### src/rtl/buf_32bit_unpack.sv
// Unpacks one 32-bit word per handshake into a stream of 2/4/8-bit operand lanes, LSB-first.
// Build option: define UNPACK_SIGN_EXT_EN to sign-extend narrow lanes (zero-extend otherwise).
module buf_32bit_unpack #(
  parameter int unsigned DATA_W = 32,
  parameter int unsigned OUT_W  = 8
) (
  input  logic              clk,
  input  logic              reset,
  input  logic              in_valid,
  output logic              in_ready,
  input  logic [DATA_W-1:0] in_data,
  input  logic [1:0]        in_mode,
  output logic              out_valid,
  input  logic              out_ready,
  output logic [OUT_W-1:0]  out_data,
  output logic [3:0]        out_idx,
  output logic              out_last
);

  typedef enum logic {StEmpty, StDrain} state_e;

  state_e            state_q, state_d;
  logic [DATA_W-1:0] hold_q, hold_d;
  logic [1:0]        mode_q, mode_d;
  logic [3:0]        cnt_q, cnt_d;

  logic              drain;
  logic              last;
  logic              xfer;
  logic              accept;
  logic [1:0]        e2;
  logic [3:0]        e4;
  logic [7:0]        e8;
  logic [OUT_W-1:0]  elem;

  assign drain = (state_q == StDrain);

  // Last-element detect from the latched precision; mode_q never holds 2'b11.
  always_comb begin
    last = 1'b0;
    case (mode_q)
      2'b00:   last = (cnt_q == 4'd15);
      2'b01:   last = (cnt_q == 4'd7);
      default: last = (cnt_q == 4'd3);
    endcase
  end

  assign xfer     = drain && out_ready;
  assign in_ready = reset && (!drain || (xfer && last));
  assign accept   = in_valid && in_ready;

  always_comb begin
    e2 = hold_q[{cnt_q, 1'b0} +: 2];
    e4 = hold_q[{cnt_q[2:0], 2'b00} +: 4];
    e8 = hold_q[{cnt_q[1:0], 3'b000} +: 8];
  end

  always_comb begin
    elem = '0;
    case (mode_q)
`ifdef UNPACK_SIGN_EXT_EN
      2'b00:   elem = OUT_W'($signed(e2));
      2'b01:   elem = OUT_W'($signed(e4));
`else
      2'b00:   elem = OUT_W'(e2);
      2'b01:   elem = OUT_W'(e4);
`endif
      default: elem = OUT_W'(e8);
    endcase
  end

  always_comb begin
    state_d = state_q;
    hold_d  = hold_q;
    mode_d  = mode_q;
    cnt_d   = cnt_q;
    unique case (state_q)
      StEmpty: begin
        if (accept) begin
          state_d = StDrain;
          hold_d  = in_data;
          mode_d  = (in_mode == 2'b11) ? 2'b10 : in_mode;
          cnt_d   = '0;
        end
      end
      StDrain: begin
        if (xfer) begin
          if (!last) begin
            cnt_d = cnt_q + 4'd1;
          end else if (accept) begin
            // Reload on the final beat so consecutive words stream without a bubble.
            hold_d = in_data;
            mode_d = (in_mode == 2'b11) ? 2'b10 : in_mode;
            cnt_d  = '0;
          end else begin
            state_d = StEmpty;
          end
        end
      end
      default: state_d = StEmpty;
    endcase
  end

  always_ff @(posedge clk or negedge reset) begin
    if (!reset) begin
      state_q <= StEmpty;
      hold_q  <= '0;
      mode_q  <= '0;
      cnt_q   <= '0;
    end else begin
      state_q <= state_d;
      hold_q  <= hold_d;
      mode_q  <= mode_d;
      cnt_q   <= cnt_d;
    end
  end

  // Outputs are forced low while reset is asserted.
  assign out_valid = reset && drain;
  assign out_data  = reset ? elem : '0;
  assign out_idx   = reset ? cnt_q : '0;
  assign out_last  = reset && drain && last;

endmodule

### config.mk
export PLATFORM = sky130hd
export DESIGN_NAME = buf_32bit_unpack
export DESIGN_NICKNAME = d
export VERILOG_FILES = /design/src/rtl/buf_32bit_unpack.sv
export SDC_FILE = /design/constraint.sdc
export NUM_CORES = 1
export LEC_CHECK = 0
export BUFFER_PORTS_ARGS = -buffer_cell sky130_fd_sc_hd__buf_2
export CAP_MARGIN = 5
export CELL_PAD_IN_SITES_DETAIL_PLACEMENT = 0
export CELL_PAD_IN_SITES_GLOBAL_PLACEMENT = 2
export CORE_MARGIN = 5
export CORE_UTILIZATION = 30
export DETAILED_ROUTE_END_ITERATION = 8
export GPL_TIMING_DRIVEN = 0
export PLACE_DENSITY_LB_ADDON = 0.1
export SYNTH_ARGS = -nofsm -noshare
export SYNTH_HDL_FRONTEND = slang
export SYNTH_SLANG_ARGS = --single-unit
### constraint.sdc
create_clock -name clk -period 1.8 [get_ports clk]
set_clock_uncertainty 0.15 [all_clocks]
set_input_delay 0.18 -clock clk [delete_from_list [all_inputs] [get_ports clk]]
set_output_delay 0.18 -clock clk [all_outputs]
set_load 0.01 [all_outputs]
==> qor.txt, run 1 <==
ANT cells: 0
Slew Limit Fails: 0
data required time of the worst path: 1.47 ns
footprint of the multi-input gates: 1650 um^2
Worst Setup End Kind: primary output
Final TNS setup: -12.83 ns
gr usage total: 0.154
Reg area: 978 um^2
crit path cell chain: buf_6 -> buf_4 -> mux4_2 -> mux2i_1 -> a21o_1 -> nor3_2 -> buf_2
Synth top area share: 0.368
Max stage delay cell, worst path: mux4_2
ys async rst share: 1.00
Routed WL: 7.94 mm
HP Class: input port to register
Post-Syn Instances: 194
synthesized cell area: 2650 um^2
Worst VDD drop: 0.000576 V
EDFF count, synth: 0
clock sink total: 39
number of port buffers: 52
Seq/Total Area, Yosys: 0.368
PD cells: 1610 nW/um^2
die footprint: 10,800 um^2
H-tree levels: 2
initial antenna violation count: 0
synth unique cells: 39
CTS tree: done
Clock Power Share: 0.113
CTS Root Cell: clkbuf_8
largest fanout on the critical path: 5
Die Y: 104 um
total power: 6.64 mW
Die W: 104 um
largest net degree at the start of global routing: 40
Max Clk Rate: 0.431 GHz
synth cell count leaders: dfrtp_1 (39), mux2_4 (30), mux4_2 (20)
placed cells: 354
Clock transition at path regs: 0.08 ns
worst slew pin tran: 0.489 ns
Worst setup SP type: register
num rows: 34
violated checks: setup timing
cell area after placement: 3070 um^2
routability cong.: 0.749
Worst Path Arrival: 1.99 ns
largest cells by area after synthesis: dfrtp_1 (37%), mux2_4 (17%), mux4_2 (17%), mux2i_1 (4.2%), mux2_2 (2.1%)
Starting Density: 0.305
synthesized area per cell: 13.7 um^2
first-pass GRT wire length: 13.3 mm
Mapped Nets: 233
WL per Instance: 18.6 um
status: finished, violations left
fin util: 0.474
Leakage Power: 1.84 nW
DP Wirelength: 5.30 mm
Final ANT Viol Nets: 0
Comb power frac: 0.615
leading area contributor after synthesis: dfrtp_1
most numerous cell in the Yosys netlist: dfrtp_1
fin crit share: 1.29
Residual DRC: 0
CP peak stage delay: 0.48 ns
CTS buffer count: 5
Final WS setup: -0.520 ns
grt ovf: 0
P&R area growth vs syn: 55.1%
Slew headroom: 0.674
DR vias: 2,133
number of hold violations in the final report: 0
post-route cell area: 4110 um^2
layout cells sized above 1: 0.563
Fill cells: 809
vias in the first global route: 2,323
Pre-antenna DRT Iters: 4
#FFs+latches synth: 39
Crit Path Class: register to primary output
RSZ-0062 raised after global routing: yes
worst hold slack: 0.117 ns
Setup Viol. Count Final: 46
top_reg_cell synth: dfrtp_1
vias per inst: 5.01
Clock Path Buffers: 2
1st-iter DRT viols: 80
Period minus WS final: 2.32 ns
Cell Count, Final, Fillers Out: 426
sw frac: 0.355
I/O Pins: 53
clk_lat worst skew: 0.29 ns
core area: 8680 um^2
synth warn: 0
number of max-cap violations: 0
Internal: 4.28 mW
pre-CTS WS: -1.02 ns
P_sw: 2.36 mW
NumNets Final: 356
sequential group share of total power: 0.271
-- flip-flops by register name, indices dropped and copies added (netlist names) --
name	flops
hold_q	32
mode_q	2
drain	1
cnt_q	4
-- layout make-up --
cell class,instances,area share
buffer,16,0.0539
clock buffer,5,0.0167
clock inverter,3,0.0107
inverter,3,0.00274
multi-input combinational,135,0.401
sequential,39,0.238
tap,108,0.0329
timing repair buffer,117,0.244
-- power by group through the flow --
stage | registers, mW | logic (mW) | clock network [mW]
after global placement | 1.78 | 3.12 | 0
after global routing | 1.88 | 4.36 | 0.815
after detailed placement | 1.79 | 3.10 | 0
final | 1.80 | 4.08 | 0.753
after floorplan | 1.56 | 2.52 | 0
after CTS | 1.78 | 3.99 | 0.778
-- final timing paths --
check	start	to	slack [ns]	depth (start not counted)
min in group asynchronous	reset	hold_q[21]	0.33	3
hold reg to reg	hold_q[31]	hold_q[31]	0.43	1
hold / removal	in_mode[0]	mode_q[0]	0.12	3
max in group asynchronous	reset	mode_q[1]	0.94	3
setup / recovery	cnt_q[0]	out_data[0]	-0.52	7
setup reg to reg	cnt_q[2]	hold_q[14]	-0.32	8
-- worst max-delay path: cells and delay by family (launching register included) --
kind	cells	cell delay, ns
AOI/OAI and AO/OA	1	0.16
and+or+nand+nor	1	0.05
buffers and inverters	3	0.41
DFF	1	0.38
muxes	2	0.69
-- routing by layer --
| metal | share of wire | up-vias | track usage | routed length [um] |
|---|---|---|---|---|
| li1 | - | 999 | - | - |
| met1 | 0.47 | 1070 | 0.216 | 3720 |
| met2 | 0.49 | 58 | 0.251 | 3850 |
| met3 | 0.036 | 6 | 0.0261 | 288 |
| met4 | 0.0098 | 0 | 0.0287 | 78 |
| met5 | 0 | - | 0 | 0 |
-- kinds of logic after synthesis --
family	after synthesis	share of synthesized area
xor+xnor	1	0.00331
flops	39	0.368
mux	66	0.403
buf+inv	20	0.0491
simple gates	42	0.0949
compound gates	25	0.0770
fa+ha+maj	1	0.00472
-- placed cells by master (no fill, tap or decap), drive strengths merged, types with 5 or more instances in the layout --
cell type and count:
buf 96, dfrtp 39, mux2 35, dlygate4sd3 34, mux4 20, mux2i 11
nand2 9, clkbuf 8, nor2b 6, nand3 5, and2 5, o21ai 5
-- repair_timing --
| action | in CTS | in global routing |
|---|---|---|
| hold buffers | 35 | 0 |
| setup endpoints to repair | 53 | 49 |
| setup buffers | 22 | 8 |
| resized for setup | 53 | 15 |
| hold endpoints to repair | 72 | 0 |
| pin swaps | 11 | 11 |
| gates cloned | 4 | 0 |
No activity file was read; power rests on OpenSTA's default activity.
==> run 2: changes to the inputs <==
--- a/config.mk
+++ b/config.mk
@@ -10,7 +10,8 @@
 export CELL_PAD_IN_SITES_DETAIL_PLACEMENT = 0
 export CELL_PAD_IN_SITES_GLOBAL_PLACEMENT = 2
 export CORE_MARGIN = 5
-export CORE_UTILIZATION = 30
+export CORE_UTILIZATION = 35
+export CTS_BUF_LIST = sky130_fd_sc_hd__clkbuf_8
 export DETAILED_ROUTE_END_ITERATION = 8
 export GPL_TIMING_DRIVEN = 0
 export PLACE_DENSITY_LB_ADDON = 0.1
==> run 2 against run 1 <==
Against the previous run:
- the flow still finishes with violations (setup timing)
- sequential cell count unchanged
- via count fell by 1.3%
- sequential power hardly changed
- first-iteration DRC count decreased by 18%
- utilization is 6.4 points higher
- register-to-register slack lost 0.04 ns
- combinational power down 5%
- cell count decreased by 4.5%
- routed wire length is 2.7% lower
- critical path depth down 1
- worst hold slack got worse by 0.0030 ns
- largest cell class unchanged
- largest power group unchanged
==> qor.txt, run 2 (synthesis gave the netlist of run 1 again) <==
Reg area: 977 um^2
number of port buffers: 52
CTS Root Cell: clkbuf_8
Slew Limit Fails: 0
Top Registers: hold_q (32), cnt_q (4), mode_q (2)
violated checks: setup timing
Final WS setup: -0.463 ns
commonest non-fill, non-tap cells in the layout: buf_2 (50), dfrtp_1 (38), dlygate4sd3_1 (34), mux2_4 (31), mux4_2 (20)
P_sw: 2.27 mW
max reg flops: 32
largest register by flop count: hold_q
Routed WL: 7.72 mm
CTS tree: done
HP Class: input port to register
largest fanout on the critical path: 4
worst slew pin tran: 0.491 ns
P&R area growth vs syn: 48.7%
NumNets Final: 347
clock sink total: 39
Worst VDD drop: 0.000761 V
core area: 7330 um^2
post-route cell area: 3940 um^2
initial antenna violation count: 0
Die W: 97.0 um
Die Y: 97.0 um
number of hold violations in the final report: 0
vias in the first global route: 2,233
Worst Setup End Kind: primary output
Clock transition at path regs: 0.08 ns
layout cells sized above 1: 0.549
gr usage total: 0.162
Leakage Power: 1.75 nW
Clock Path Buffers: 2
footprint of the multi-input gates: 1640 um^2
DR vias: 2,106
status: finished, violations left
PD cells: 1580 nW/um^2
die footprint: 9410 um^2
cell area after placement: 3060 um^2
H-tree levels: 2
sequential group share of total power: 0.283
RSZ-0062 raised after global routing: yes
clk_lat worst skew: 0.29 ns
number of max-cap violations: 0
total power: 6.24 mW
ANT cells: 0
grt ovf: 0
Internal: 3.97 mW
Pre-antenna DRT Iters: 4
Worst setup SP type: register
most common cell after layout, fill and taps aside: buf_2
sw frac: 0.364
Comb power frac: 0.623
WL per Instance: 19.0 um
Setup Viol. Count Final: 46
Worst Path Arrival: 1.93 ns
Starting Density: 0.361
Slew headroom: 0.672
Final ANT Viol Nets: 0
Clock Power Share: 0.094
I/O Pins: 53
first-pass GRT wire length: 12.2 mm
Fill cells: 626
largest net degree at the start of global routing: 40
data required time of the worst path: 1.47 ns
Max Clk Rate: 0.442 GHz
vias per inst: 5.17
routability cong.: 0.746
CTS buffer count: 5
Crit Path Class: register to primary output
Residual DRC: 0
num rows: 31
DP Wirelength: 5.09 mm
fin crit share: 1.26
1st-iter DRT viols: 66
Period minus WS final: 2.26 ns
-- run 2: changes by cell type in the layout (fill, tap and decap cells not counted), sizes merged --
cell and delta:
bufinv -1, buf -13, clkbuf +4
-- run 2: path summary, 6_finish.rpt --
check	to	slack, ns	cells after the start	startpoint
setup / recovery	out_data[0]	-0.46	6	cnt_q[0]
hold reg to reg	hold_q[14]	0.41	1	hold_q[14]
max in group asynchronous	mode_q[1]	0.94	3	reset
hold / removal	mode_q[0]	0.11	3	in_mode[0]
min in group asynchronous	hold_q[1]	0.36	3	reset
setup reg to reg	hold_q[3]	-0.36	8	cnt_q[2]
-- run 2: power by group through the flow --
| stage | logic (mW) | registers, mW | clock network, mW |
|---|---|---|---|
| 2_1_floorplan | 2.52 | 1.56 | 0 |
| 3_3_place_gp | 3.09 | 1.76 | 0 |
| 3_5_place_dp | 3.09 | 1.77 | 0 |
| 4_1_cts | 3.50 | 1.75 | 0.604 |
| 5_1_grt | 4.18 | 1.83 | 0.641 |
| 6_report | 3.89 | 1.77 | 0.589 |
-- run 2: metrics by stage --
step	setup WS, ns	TNS (ns)	utilization	hold WS (ns)	instances
CTS	-0.498	-13.56	0.504	0.116	394
finish	-0.463	-15.24	0.538	0.114	407
floorplan	-0.134	-4.23	-	-0.266	194
detailed placement	-1.09	-42.76	0.417	0.264	345
global route	-0.578	-18.99	0.538	0.143	407
global placement	-1.09	-42.51	0.417	0.261	345
-- run 2: critical path, stage by stage, from the launching register on --
cell and delay [ns]:
dfrtp_1 0.37, buf_6 0.13, mux4_2 0.49, mux2_4 0.29, nor4_4 0.14, nor3_2 0.08, buf_2 0.15
-- run 2: routing by layer --
metal	part of all wire	vias to the layer above	wire length, um	GRT usage
met5	0	-	0	0
li1	-	980	-	-
met4	0.0063	0	49	0.0259
met2	0.47	50	3660	0.268
met1	0.48	1072	3700	0.226
met3	0.040	4	311	0.0317
-- run 2: layout make-up --
cell class              instances  area share
multi-input cells             135       0.416
flip-flops and latches         39       0.248
repair buffers                107       0.226
plain buffers                  17      0.0546
well taps                      99      0.0314
clock buffers                   5      0.0175
clock inverters                 2     0.00349
inverters                       3     0.00286
-- run 2: repair_timing --
item / CTS / global route
hold buffers: 35 / 0
gates resized for setup: 28 / 18
hold endpoints to repair: 72 / 0
buffers inserted: 7 / 9
cloned: 0 / 4
pin swaps: 5 / 11
setup endpoints to repair: 53 / 48
